[src/rtl/anim_pkg.sv]
// Shared types and default animation table for the fighter sprite sequencer.
package anim_pkg;

   localparam int BASE_STRIDE_DEF = 16;
   localparam int CFG_W           = 16;

   typedef enum logic [3:0] {
      ANIM_IDLE = 4'd0,
      ANIM_WALK = 4'd1,
      ANIM_JUMP = 4'd2,
      ANIM_ATK1 = 4'd3,
      ANIM_ATK2 = 4'd4,
      ANIM_HIT  = 4'd5,
      ANIM_LOSE = 4'd6
   } anim_state_e;

   typedef struct packed {
      logic [CFG_W-1:0] frames;
      logic [CFG_W-1:0] hold;
      logic             loop;
   } anim_cfg_t;

   function automatic anim_cfg_t anim_default(input int s);
      anim_cfg_t c;
      c = '{frames: 16'd1, hold: 16'd0, loop: 1'b1};
      if (s == int'(ANIM_WALK)) c = '{frames: 16'd4, hold: 16'd5, loop: 1'b1};
      if (s == int'(ANIM_ATK1)) c = '{frames: 16'd6, hold: 16'd3, loop: 1'b0};
      if (s == int'(ANIM_ATK2)) c = '{frames: 16'd8, hold: 16'd3, loop: 1'b0};
      if (s == int'(ANIM_LOSE)) c = '{frames: 16'd4, hold: 16'd7, loop: 1'b0};
      return c;
   endfunction

endpackage

[src/rtl/anim_cfg_table.sv]
// Per-state animation config register file, reset to the default table.
module anim_cfg_table
   import anim_pkg::*;
#(
   parameter int NUM_STATES = 8,
   parameter int STATE_W    = 4,
   parameter int FRAME_W    = 6,
   parameter int HOLD_W     = 4
) (
   input  logic                  clk,
   input  logic                  rst_n,
   input  logic                  we,
   input  logic [STATE_W-1:0]    wr_state,
   input  logic [FRAME_W-1:0]    wr_frames,
   input  logic [HOLD_W-1:0]     wr_hold,
   input  logic                  wr_loop,
   input  logic [STATE_W-1:0]    rd_state,
   output logic [FRAME_W-1:0]    rd_frames,
   output logic [HOLD_W-1:0]     rd_hold,
   output logic                  rd_loop,
   output logic [NUM_STATES-1:0] loop_vec
);

   logic [FRAME_W-1:0] frames_q [NUM_STATES];
   logic [FRAME_W-1:0] frames_d [NUM_STATES];
   logic [HOLD_W-1:0]  hold_q   [NUM_STATES];
   logic [HOLD_W-1:0]  hold_d   [NUM_STATES];
   logic               loop_q   [NUM_STATES];
   logic               loop_d   [NUM_STATES];

   logic [FRAME_W-1:0] dflt_frames [NUM_STATES];
   logic [HOLD_W-1:0]  dflt_hold   [NUM_STATES];
   logic               dflt_loop   [NUM_STATES];

   always_comb begin
      anim_cfg_t c;
      for (int i = 0; i < NUM_STATES; i++) begin
         c              = anim_default(i);
         dflt_frames[i] = FRAME_W'(c.frames);
         dflt_hold[i]   = HOLD_W'(c.hold);
         dflt_loop[i]   = c.loop;
      end
   end

   // Out-of-range write addresses match no entry and are dropped.
   always_comb begin
      frames_d = frames_q;
      hold_d   = hold_q;
      loop_d   = loop_q;
      for (int i = 0; i < NUM_STATES; i++) begin
         if (we && wr_state == STATE_W'(i)) begin
            frames_d[i] = wr_frames;
            hold_d[i]   = wr_hold;
            loop_d[i]   = wr_loop;
         end
      end
   end

   always_ff @(posedge clk or negedge rst_n) begin
      if (!rst_n) begin
         for (int i = 0; i < NUM_STATES; i++) begin
            frames_q[i] <= dflt_frames[i];
            hold_q[i]   <= dflt_hold[i];
            loop_q[i]   <= dflt_loop[i];
         end
      end else begin
         frames_q <= frames_d;
         hold_q   <= hold_d;
         loop_q   <= loop_d;
      end
   end

   always_comb begin
      rd_frames = '0;
      rd_hold   = '0;
      rd_loop   = 1'b1;
      for (int i = 0; i < NUM_STATES; i++) begin
         loop_vec[i] = loop_q[i];
         if (rd_state == STATE_W'(i)) begin
            rd_frames = frames_q[i];
            rd_hold   = hold_q[i];
            rd_loop   = loop_q[i];
         end
      end
   end

endmodule

[src/rtl/anim_sequencer.sv]
// Clocked animation sequencer: steps sprite frames on the video frame tick.
module anim_sequencer
   import anim_pkg::*;
#(
   parameter int NUM_STATES  = 8,
   parameter int STATE_W     = 4,
   parameter int FRAME_W     = 6,
   parameter int HOLD_W      = 4,
   parameter int ID_W        = 12,
   parameter int BASE_STRIDE = BASE_STRIDE_DEF
) (
   input  logic               clk,
   input  logic               rst_n,
   input  logic               frame_tick,
   input  logic [STATE_W-1:0] anim_state,
   input  logic               anim_restart,
   input  logic               freeze,
   input  logic               cfg_we,
   input  logic [STATE_W-1:0] cfg_state,
   input  logic [FRAME_W-1:0] cfg_frames,
   input  logic [HOLD_W-1:0]  cfg_hold,
   input  logic               cfg_loop,
   output logic [ID_W-1:0]    sprite_id,
   output logic [FRAME_W-1:0] frame_idx,
   output logic [STATE_W-1:0] cur_state,
   output logic               anim_busy,
   output logic               anim_done
);

   logic [STATE_W-1:0]    cur_state_q, cur_state_d;
   logic [FRAME_W-1:0]    frame_q, frame_d;
   logic [HOLD_W-1:0]     hold_cnt_q, hold_cnt_d;
   logic [ID_W-1:0]       sprite_q, sprite_d;
   logic                  busy_q, busy_d;
   logic                  done_q, done_d;
   logic                  done_flag_q, done_flag_d;

   logic [FRAME_W-1:0]    rd_frames, last_frame;
   logic [HOLD_W-1:0]     rd_hold;
   logic                  rd_loop, eff_loop, restart, advance;
   logic [NUM_STATES-1:0] loop_vec;
   logic [STATE_W-1:0]    eff;

   anim_cfg_table #(
      .NUM_STATES (NUM_STATES),
      .STATE_W    (STATE_W),
      .FRAME_W    (FRAME_W),
      .HOLD_W     (HOLD_W)
   ) u_table (
      .clk       (clk),
      .rst_n     (rst_n),
      .we        (cfg_we),
      .wr_state  (cfg_state),
      .wr_frames (cfg_frames),
      .wr_hold   (cfg_hold),
      .wr_loop   (cfg_loop),
      .rd_state  (cur_state_q),
      .rd_frames (rd_frames),
      .rd_hold   (rd_hold),
      .rd_loop   (rd_loop),
      .loop_vec  (loop_vec)
   );

   always_comb begin
      eff      = (int'(anim_state) < NUM_STATES) ? anim_state : '0;
      eff_loop = 1'b1;
      for (int i = 0; i < NUM_STATES; i++) begin
         if (eff == STATE_W'(i)) eff_loop = loop_vec[i];
      end
      restart    = (eff != cur_state_q) || anim_restart;
      advance    = frame_tick && !freeze && !restart;
      last_frame = (rd_frames == '0) ? '0 : rd_frames - 1'b1;
   end

   always_comb begin
      cur_state_d = cur_state_q;
      frame_d     = frame_q;
      hold_cnt_d  = hold_cnt_q;
      sprite_d    = sprite_q;
      busy_d      = busy_q;
      done_d      = 1'b0;
      done_flag_d = done_flag_q;
      if (restart) begin
         cur_state_d = eff;
         frame_d     = '0;
         hold_cnt_d  = '0;
         done_flag_d = 1'b0;
         busy_d      = ~eff_loop;
         sprite_d    = ID_W'(int'(eff) * BASE_STRIDE);
      end else if (advance) begin
         if (hold_cnt_q < rd_hold) begin
            hold_cnt_d = hold_cnt_q + 1'b1;
         end else begin
            hold_cnt_d = '0;
            // >= keeps a shrunk table entry from playing past its end.
            if (frame_q >= last_frame) begin
               if (rd_loop) begin
                  frame_d = '0;
               end else if (!done_flag_q) begin
                  done_d      = 1'b1;
                  done_flag_d = 1'b1;
                  busy_d      = 1'b0;
               end
            end else begin
               frame_d = frame_q + 1'b1;
            end
            sprite_d = ID_W'(int'(cur_state_q) * BASE_STRIDE + int'(frame_d));
         end
      end
   end

   always_ff @(posedge clk or negedge rst_n) begin
      if (!rst_n) begin
         cur_state_q <= '0;
         frame_q     <= '0;
         hold_cnt_q  <= '0;
         sprite_q    <= '0;
         busy_q      <= 1'b0;
         done_q      <= 1'b0;
         done_flag_q <= 1'b0;
      end else begin
         cur_state_q <= cur_state_d;
         frame_q     <= frame_d;
         hold_cnt_q  <= hold_cnt_d;
         sprite_q    <= sprite_d;
         busy_q      <= busy_d;
         done_q      <= done_d;
         done_flag_q <= done_flag_d;
      end
   end

   assign sprite_id = sprite_q;
   assign frame_idx = frame_q;
   assign cur_state = cur_state_q;
   assign anim_busy = busy_q;
   assign anim_done = done_q;

endmodule

[config.mk]
export PLATFORM = sky130hd
export DESIGN_NAME = anim_sequencer
export DESIGN_NICKNAME = d
export VERILOG_FILES = /design/src/rtl/anim_pkg.sv /design/src/rtl/anim_cfg_table.sv /design/src/rtl/anim_sequencer.sv
export SDC_FILE = /design/constraint.sdc
export NUM_CORES = 1
export LEC_CHECK = 0
export BUFFER_PORTS_ARGS = -buffer_cell sky130_fd_sc_hd__buf_4
export CORE_AREA = 5 5 112 114
export CTS_CLUSTER_DIAMETER = 150
export DETAILED_ROUTE_END_ITERATION = 8
export DIE_AREA = 0 0 117 119
export PLACE_DENSITY = 0.78
export SKIP_LAST_GASP = 1
export SLEW_MARGIN = 10
export SYNTH_ARGS = -nofsm -noshare
export SYNTH_HDL_FRONTEND = slang
export SYNTH_HIERARCHICAL = 1
export SYNTH_SLANG_ARGS = --single-unit
[constraint.sdc]
create_clock -name clk -period 4.1 [get_ports clk]
set_input_delay 0.205 -clock clk [delete_from_list [all_inputs] [get_ports clk]]
set_output_delay 0.205 -clock clk [all_outputs]
set_load 0.005 [all_outputs]
==> results of run 1 <==
per-layer routing:
metal | wire, um | vias to the layer above | global-route usage [%]
li1 | - | 1961 | -
met1 | 5970 | 2149 | 28.0
met2 | 6690 | 123 | 32.8
met3 | 840 | 31 | 4.67
met4 | 285 | 0 | 4.95
met5 | 0 | - | 0
Yosys cell counts, types with 3 or more instances:
cell type  instances
nand2_1           40
o32ai_1            4
o21a_1             3
buf_2             10
nand3_1            7
mux2i_1           24
a21boi_1           4
a21oi_1           20
o22ai_1            5
mux2_2            88
buf_4             15
ha_1              14
a21boi_0           4
a2bb2oi_1          3
nor2b_1            7
nand2b_1           7
nor3b_2            4
a31oi_1            3
dfrtp_1           86
o21ai_0           15
a2111oi_0          3
dfstp_2           23
and2_1             8
inv_1             14
nor2_1            22
buf_6              5
xor2_1             3
mux4_2             6
nand3b_1           6
nor3_1             5
or2_2              3
critical path: stages, from the launching register on:
cell and delay (ns):
dfrtp_2 0.50, buf_6 0.15, clkbuf_16 0.14, mux2i_1 0.11, o21ai_0 0.16, o21ai_1 0.10, a21oi_2 0.19, inv_2 0.07
ha_4 0.16, nand3b_1 0.14, and2_4 0.18, ha_4 0.19, nand2b_4 0.14, a2111oi_4 0.34, o21ai_2 0.13, buf_4 0.18
a21oi_1 0.21, o2bb2ai_1 0.14, fa_2 0.55, nor4_2 0.04, a21oi_1 0.18, a21oi_2 0.07
cells by family after synthesis:
group / count (synthesis) / synth area share (%)
buffers and inverters: 47 / 4.68
xor gates and xnor gates: 4 / 0.580
DFF: 109 / 45.6
other: 1 / 0.0620
adders and majority gates: 15 / 3.23
and+or+nand+nor: 122 / 10.9
AOI/OAI and AO/OA: 88 / 11.1
muxes: 122 / 23.8
metrics by stage:
| stage | setup WS (ns) | util (%) | cell area [um^2] | hold slack [ns] |
|---|---|---|---|---|
| 5_1_grt | -0.301 | 63.4 | 7180 | 0.0986 |
| 6_report | -0.121 | 63.4 | 7180 | 0.0380 |
| 2_1_floorplan | -0.00240 | - | 6140 | -0.0906 |
| 3_3_place_gp | 0.0157 | 58.6 | 6640 | 0.443 |
| 3_5_place_dp | -0.183 | 58.6 | 6640 | 0.454 |
| 4_1_cts | -0.0142 | 62.3 | 7050 | 0.0781 |
final timing paths:
kind	endpoint	slack (ns)	cells past startpoint
max in group asynchronous	u_table/frames_q[12]	3.10	2
max reg2reg	sprite_id[5]	-0.12	21
min reg2reg	anim_done	0.50	1
min in group clk	cur_state[2]	0.10	2
min	sprite_id[6]	0.04	1
max	sprite_id[5]	-0.12	21
repair_timing:
action | 4_1_cts | 5_1_grt
cloned | 1 | 1
endpoints found under the hold margin | 0 | 0
setup endpoints to repair | 2 | 3
resized for setup | 15 | 18
pin swaps | 1 | 2
buffers inserted | 3 | 4
area by class of cell:
type	instances	area (um^2)
Multi-Input combinational cell	357	3180
Fill cell	847	4140
Clock buffer	9	225
Clock inverter	7	91.3
Timing Repair Buffer	83	693
Sequential cell	109	2760
Tap cell	143	179
Inverter	15	56.3
state kept, by name, summed over array words and instances (netlist names):
register,cells
u_table/frames_q,48
frame_idx,6
anim_done,1
u_table/loop_vec,8
sprite_id,5
anim_busy,1
cur_state,3
hold_cnt_q,4
u_table/hold_q,32
done_flag_q,1
power groups by stage:
| stage | clock network [uW] | registers (uW) | logic [uW] |
|---|---|---|---|
| global placement | 0 | 1450 | 677 |
| floorplan | 0 | 1420 | 530 |
| finish | 903 | 1450 | 766 |
| detailed placement | 0 | 1470 | 711 |
| global route | 974 | 1480 | 839 |
| CTS | 922 | 1450 | 738 |
==> qor.csv, run 1 <==
stage;metric;value;unit
sta;Slew @ Worst Pin;1.04;ns
global_route;first-pass GRT wire length;22400;um
routing;drt initial violations;262;
synth;asr flop ratio synth;100;%
die;Starting Density;53.4;%
layout;Layout Area Growth over Synthesis;18.8;%
critical_path;worst path arrival time;4.43;ns
global_route;largest net degree at the start of global routing;86;
place;dpl cells;698;
global_route;vias in the first global route;4323;
clock_network;Post-CTS Hold Fix Bufs;0;
sta;fmax;237;MHz
synth;Mapped Area;6050;um^2
synth;top cells by area, synth;dfrtp_1 36%, mux2_2 16%, dfstp_2 10%;
sta;Final period util;103;%
die;std cell rows;39;
sta;Fin Clk Skew;0.00626;ns
clock_network;TritonCTS clock tree;done;
clock_network;CTS max path bufs;2;
clock_network;clock-pin transition on the worst setup and hold timing paths;0.07;ns
synth;Mapped Avg Cell Area;11.9;um^2
critical_path;Crit. Startpoint;cur_state[1];
layout;Non-Filler Instances;723;
pwr;sequential power share;46.5;%
die;core area;11300;um^2
pwr;Clock power frac;28.9;%
critical_path;CP Data Required Time;4.31;ns
pwr;leakage power;0.00307;uW
synth;Netlist cell types;65;
die;Die ar.;13900;um^2
pwr;NetSw;889;uW
routing;1st-pass router iterations;4;
routing;Vias/cell;5.90;
sta;Setup TNS Final;-0.122;ns
run_status;failing checks;setup timing;
global_route;total track usage;20.4;%
critical_path;critical path type;reg2reg;
synth;Yosys top cell by area;dfrtp_1;
routing;# DRC;0;
clock_network;CTS H-Tree Depth;3;
global_route;initial antenna violation count;0;
sta;Final WS setup;-0.121;ns
layout;# diodes;0;
min_path;Hold Crit Class;in2async;
synth;YS warnings;6;
synth;Yosys reg bits;109;
routing;Final ANT Viol Nets;0;
sta;Pins Over Slew Limit;0;
sta;Finish-stage setup viols;2;
sta;post-route minimum period;4.22;ns
die;chip width;117;um
place;Final Wtd Congestion;0.847;
synth;number of synthesized flops with an enable pin;0;
pwr;Peak VDD IR;0.000334;V
die;# IOs;49;
clock_network;clk root buf;clkbuf_16;
clock_network;CTS Buf Count;9;
routing;drt wl/cell;19.1;um
sta;RSZ-0062 raised after global routing;yes;
pwr;Switching Share;28.5;%
place;IO buf count;44;
critical_path;Startpoint Class;flop;
layout;layout cells sized above 1;46.7;%
synth;Synth Flop Type;dfrtp_1;
pwr;overall power;3120;uW
job;max-cap viol count;0;
critical_path;R2R Path Start;cur_state[1];
layout;most frequent cells in the layout;88 x mux2_2, 84 x dfrtp_1, 77 x buf_4;
layout;Final nets;615;
run_status;status;complete, but fails checks;
sta;Rel. slew slack;30.6;%
routing;routed wire length;13800;um
place;HPWL Detailed;9320;um
global_route;grt total ovfl;0;
synth;share of the synthesized area in the top cell type;35.6;%
die;Die Y;119;um
routing;via count of the routed design;4264;
synth;Mapped Cells;508;
clock_network;CTS sink count;109;
layout;most common cell after layout, fill and taps aside;mux2_2;
critical_path;Worst Path Max Fanout;8;
pwr;Int Pwr;2230;uW
sta;Hold Fails Final Rpt;0;
pwr;Power Density;435;nW/um^2
synth;register area share after synthesis;45.6;%
critical_path;crit end category;flop;
pwr;Comb pwr share;24.5;%
clock_network;insertion delay to the later sink of the worst-skew pair;0.35;ns
Power figures use the tool's default switching activity.
==> inputs of run 2 (changes only) <==
--- a/config.mk
+++ b/config.mk
@@ -17,3 +17,4 @@
 export SYNTH_HDL_FRONTEND = slang
 export SYNTH_HIERARCHICAL = 1
 export SYNTH_SLANG_ARGS = --single-unit
+export TNS_END_PERCENT = 5
==> run 2 against run 1 <==
Compared with the run above:
- die area stayed put
- the flow still finishes with violations (setup timing)
- count of clock-buffer cells in the layout stayed put
- clock skew hardly changed
- combinational power is 3.5% lower
- design area is 1.7% lower
- routed wire length is 1.5% lower
- setup slack better by 0.013 ns
- core utilization is 1.1 points lower
- via count is 1.9% lower
- global-route usage stayed put
==> qor.csv, run 2 (synthesis gave the netlist of run 1 again) <==
stage;metric;value;unit
sta;Pins Over Slew Limit;0;
routing;via count of the routed design;4182;
pwr;Peak VDD IR;0.000333;V
routing;drt initial violations;245;
sta;fmax;238;MHz
critical_path;critical path type;reg2reg;
sta;Min Hold Slack;0.0397;ns
die;Die ar.;13900;um^2
pwr;Comb pwr share;23.9;%
sta;Finish-stage setup viols;2;
clock_network;CTS max path bufs;2;
global_route;vias in the first global route;4323;
die;# IOs;49;
sta;post-route minimum period;4.21;ns
sta;Rel. slew slack;30.1;%
layout;most frequent cells in the layout;88 x mux2_2, 84 x dfrtp_1, 75 x buf_4;
routing;routed wire length;13600;um
place;HPWL Detailed;9320;um
routing;drt wl/cell;18.9;um
critical_path;Startpoint Class;flop;
routing;Vias/cell;5.82;
layout;Layout Area Growth over Synthesis;16.8;%
sta;Setup TNS Final;-0.156;ns
pwr;sequential power share;46.9;%
run_status;failing checks;setup timing;
layout;max FFs per register;48;
global_route;initial antenna violation count;0;
die;std cell rows;39;
pwr;Int Pwr;2220;uW
pwr;leakage power;0.00303;uW
die;Starting Density;53.4;%
clock_network;TritonCTS clock tree;done;
sta;Final WS setup;-0.108;ns
critical_path;crit end category;flop;
routing;1st-pass router iterations;4;
clock_network;CTS Buf Count;9;
clock_network;CTS H-Tree Depth;3;
layout;most common cell after layout, fill and taps aside;mux2_2;
die;Die Y;119;um
global_route;largest net degree at the start of global routing;86;
die;chip width;117;um
layout;# diodes;0;
sta;RSZ-0062 raised after global routing;yes;
clock_network;insertion delay to the later sink of the worst-skew pair;0.35;ns
pwr;Power Density;438;nW/um^2
routing;Final ANT Viol Nets;0;
critical_path;CP Data Required Time;4.31;ns
clock_network;clock-pin transition on the worst setup and hold timing paths;0.07;ns
pwr;Switching Share;28.3;%
clock_network;Post-CTS Hold Fix Bufs;0;
pwr;Clock power frac;29.2;%
layout;Final nets;610;
place;Final Wtd Congestion;0.847;
critical_path;worst path arrival time;4.42;ns
pwr;NetSw;877;uW
layout;Biggest register;u_table/frames_q;
clock_network;CTS sink count;109;
run_status;status;complete, but fails checks;
sta;Hold Fails Final Rpt;0;
sta;Fin Clk Skew;0.00584;ns
place;dpl cells;698;
min_path;Hold Crit Class;in2async;
sta;Slew @ Worst Pin;1.05;ns
global_route;total track usage;20.4;%
die;core area;11300;um^2
critical_path;Worst Path Max Fanout;8;
layout;Non-Filler Instances;718;
sta;Final period util;103;%
layout;layout cells sized above 1;44.3;%
routing;# DRC;0;
clock_network;clk root buf;clkbuf_16;
global_route;grt total ovfl;0;
global_route;first-pass GRT wire length;22400;um
place;IO buf count;44;
job;max-cap viol count;0;
run 2: cell count changes in the layout (fill, tap and decap cells not counted), sizes merged:
cell | before | now
buf | 82 | 77
bufbuf | 0 | 1
clkbuf | 10 | 9
run 2: what timing repair did:
item                                   in CTS  in global routing
setup endpoints to repair                   2                  3
resized for setup                          14                  2
buffers inserted                            3                  0
cloned                                      1                  0
endpoints found under the hold margin       0                  0
pin swaps                                   1                  0
run 2: layer usage:
metal,GRT usage (%),up-vias,part of all wire [%]
li1,-,1945,-
met1,28.0,2114,45
met2,32.8,101,49
met3,4.67,22,5.2
met4,4.95,0,1.5
met5,0,-,0
run 2: critical path, stage by stage (launching register included):
cell and delay (ns):
dfrtp_2 0.47, bufbuf_16 0.30, o32ai_2 0.23, o21ai_1 0.11, a21oi_2 0.17, inv_1 0.10
ha_4 0.17, nand3b_1 0.13, and2_1 0.17, ha_1 0.23, nand2b_4 0.15, a2111oi_4 0.33
o21ai_2 0.13, a21oi_2 0.16, a2bb2oi_2 0.16, ha_2 0.19, inv_1 0.05, fa_1 0.50
nor4_2 0.05, a21oi_1 0.18, a21oi_2 0.07
run 2: stage by stage:
| stage | power (uW) | utilization, % | setup WS (ns) | area (um^2) |
|---|---|---|---|---|
| after floorplan | 1950 | - | -0.00240 | 6140 |
| after global placement | 2130 | 58.6 | 0.0157 | 6640 |
| after detailed placement | 2180 | 58.6 | -0.183 | 6640 |
| after CTS | 3110 | 62.3 | -0.0229 | 7050 |
| after global routing | 3260 | 62.4 | -0.319 | 7060 |
| final | 3100 | 62.4 | -0.108 | 7060 |
run 2: worst paths after layout:
kind | start | to | slack (ns) | cells past startpoint
max | cur_state[1] | sprite_id[5] | -0.11 | 20
min | rst_n | sprite_id[6] | 0.04 | 1
max reg2reg | cur_state[1] | sprite_id[5] | -0.11 | 20
min reg2reg | done_flag_q | anim_done | 0.50 | 1
max in group asynchronous | rst_n | u_table/frames_q[12] | 3.09 | 2
min in group clk | anim_state[3] | cur_state[2] | 0.10 | 2
run 2: cell type report:
type	instances	area, um^2
inverters	15	56.3
well taps	143	179
repair buffers	78	627
fillers	868	4260
flip-flops and latches	109	2760
clock buffers	9	225
clock inverters	7	91.3
multi-input cells	357	3120
run 2: power by group through the flow:
| stage | clock, uW | combinational, uW | sequential [uW] |
|---|---|---|---|
| 2_1_floorplan | 0 | 530 | 1420 |
| 3_3_place_gp | 0 | 677 | 1450 |
| 3_5_place_dp | 0 | 711 | 1470 |
| 4_1_cts | 922 | 736 | 1450 |
| 5_1_grt | 974 | 812 | 1480 |
| 6_report | 905 | 739 | 1450 |
==> inputs of run 3 (changes only) <==
--- a/config.mk
+++ b/config.mk
@@ -11,6 +11,7 @@
 export DETAILED_ROUTE_END_ITERATION = 8
 export DIE_AREA = 0 0 117 119
 export PLACE_DENSITY = 0.78
+export RECOVER_POWER = 25
 export SKIP_LAST_GASP = 1
 export SLEW_MARGIN = 10
 export SYNTH_ARGS = -nofsm -noshare
==> run 3 against run 2 <==
Compared with the run above:
- global-route usage stayed put
- setup slack better by 0.012 ns
- sequential power is essentially flat
- combinational power hardly changed
- critical endpoint unchanged
- the run ends with capacitance limit, slew limit, setup timing left
- largest cell class unchanged
- sequential cell count stayed put
- count of clock-buffer cells in the layout stayed put
- fmax grew 0.29%
==> qor.csv, run 3 (synthesis gave the netlist of run 1 again) <==
stage;metric;value;unit
run_status;status;complete, but fails checks;
run_status;failing checks;capacitance limit, slew limit, setup timing;
die;Die ar.;13900;um^2
global_route;vias in the first global route;4323;
min_path;Hold Crit Class;in2reg;
critical_path;CP Cell Sequence;bufbuf_16 -> o32ai_2 -> o21ai_1 -> a21oi_2 -> inv_1 -> ha_4 -> nand3b_1 -> and2_1 -> ha_1 -> nand2b_4 -> a2111oi_4 -> o21ai_2 -> a21oi_2 -> a2bb2oi_2 -> ha_2 -> inv_1 -> fa_1 -> nor4_2 -> a21oi_1 -> a21oi_2;
sta;Final period util;102;%
die;Die Y;119;um
critical_path;Slowest-stage cell, CP;fa_1;
layout;design area;7050;um^2
sta;Hold Fails Final Rpt;0;
layout;max FFs per register;48;
routing;1st-pass router iterations;4;
routing;drt wl/cell;19.0;um
layout;Layout Area Growth over Synthesis;16.7;%
layout;layout cells sized above 1;44.0;%
sta;Finish-stage setup viols;2;
place;Final Wtd Congestion;0.847;
critical_path;Startpoint Class;flop;
global_route;initial antenna violation count;0;
routing;met3 WL;753;um
critical_path;most used cell, CP;a21oi_2;
clock_network;CTS H-Tree Depth;3;
clock_network;clock-pin transition on the worst setup and hold timing paths;0.07;ns
layout;Non-Filler Instances;718;
place;HPWL Detailed;9320;um
critical_path;CP Data Required Time;4.31;ns
routing;via count of the routed design;4197;
clock_network;CTS Buf Count;9;
die;std cell rows;39;
pwr;Power Density;439;nW/um^2
sta;Fin Clk Skew;0.00621;ns
clock_network;TritonCTS clock tree;done;
die;core area;11300;um^2
layout;Biggest register;u_table/frames_q;
sta;fmax;238;MHz
global_route;first-pass GRT wire length;22400;um
clock_network;CTS max path bufs;2;
pwr;Peak VDD IR;0.000334;V
clock_network;Post-CTS Hold Fix Bufs;0;
critical_path;crit end category;flop;
routing;Metal-1 WL;6040;um
layout;most frequent cells in the layout;88 x mux2_2, 84 x dfrtp_1, 73 x buf_4;
global_route;total track usage;20.4;%
layout;# diodes;0;
routing;routed wire length;13600;um
critical_path;crit-path max cell delay;0.50;ns
job;max-cap viol count;1;
sta;Slew @ Worst Pin;2.06;ns
sta;Pins Over Slew Limit;86;
critical_path;critical path type;reg2reg;
pwr;leakage power;0.00302;uW
sta;Rel. slew slack;-37.5;%
place;dpl cells;698;
sta;RSZ-0062 raised after global routing;yes;
clock_network;clk root buf;clkbuf_16;
critical_path;worst path arrival time;4.40;ns
layout;most common cell after layout, fill and taps aside;mux2_2;
sta;post-route minimum period;4.20;ns
die;# IOs;49;
global_route;largest net degree at the start of global routing;86;
routing;drt initial violations;249;
die;chip width;117;um
routing;Max Used Layer;met4;
routing;# DRC;0;
place;Cell Area, Placed;6640;um^2
global_route;grt total ovfl;0;
routing;met2 wire length;6630;um
layout;final core utilization;62.3;%
routing;Final ANT Viol Nets;0;
routing;Vias/cell;5.85;
sta;Final WS setup;-0.0962;ns
place;IO buf count;44;
clock_network;insertion delay to the later sink of the worst-skew pair;0.35;ns
sta;Min Hold Slack;0.128;ns
die;Starting Density;53.4;%
clock_network;CTS sink count;109;
critical_path;Worst Path Max Fanout;8;
layout;Final nets;610;
[run 3: cell count changes in the layout (fill, tap and decap cells not counted)]
cell	delta
clkbuf_2	+1
buf_4	-2
clkbuf_1	+1
nor2b_1	+1
nor2b_2	-1
[run 3: stage by stage]
step                       TNS, ns  setup WS [ns]  power [uW]
after floorplan           -0.00240       -0.00240        1950
after global placement           0         0.0157        2130
after detailed placement    -0.265         -0.183        2180
after CTS                  -0.0311        -0.0229        3110
after global routing        -0.711         -0.319        3260
final                       -0.142        -0.0962        3100
[run 3: path summary, 6_finish.rpt]
kind                       slack, ns           from  cells after the start                   end
max in group asynchronous       2.31          rst_n                      1          cur_state[1]
min in group asynchronous       0.45          rst_n                      1          sprite_id[6]
min                             0.13  cfg_frames[3]                      2  u_table/frames_q[15]
min reg2reg                     0.50    done_flag_q                      1             anim_done
max reg2reg                     -0.1   cur_state[1]                     20          sprite_id[5]
max                             -0.1   cur_state[1]                     20          sprite_id[5]
[run 3: routing by layer]
metal  vias up  GRT usage (%)
li1       1945              -
met1      2121           28.0
met2       111           32.8
met3        20           4.67
met4         0           4.95
met5         -              0
[run 3: cell type report]
class                      instances  area, um^2
fill                             871        4270
sequential                       109        2760
inverter                          15        56.3
timing repair buffer              78         621
multi-input combinational        357        3120
clock inverter                     7        91.3
clock buffer                       9         225
tap                              143         179
[run 3: critical path: cells and delay by family (launching register included)]
kind	cells	cell delay, ns
AND/OR/NAND/NOR	4	0.50
flip-flops	1	0.47
adder cells (fa/ha/maj)	4	1.09
AO/OA/AOI/OAI	9	1.54
buffers and inverters	3	0.45
[run 3: power by group]
group | leakage, uW | total [uW] | switching [uW] | internal (uW)
clock network | 0.000157 | 905 | 415 | 490
logic | 0.00155 | 738 | 333 | 405
registers | 0.00132 | 1450 | 129 | 1320
total | 0.00302 | 3100 | 877 | 2220
[run 3: what timing repair did]
item	4_1_cts	5_1_grt
pin swaps	1	0
gates resized for setup	14	2
buffers inserted	3	0
cloned	1	0
endpoints found under the setup margin	2	3
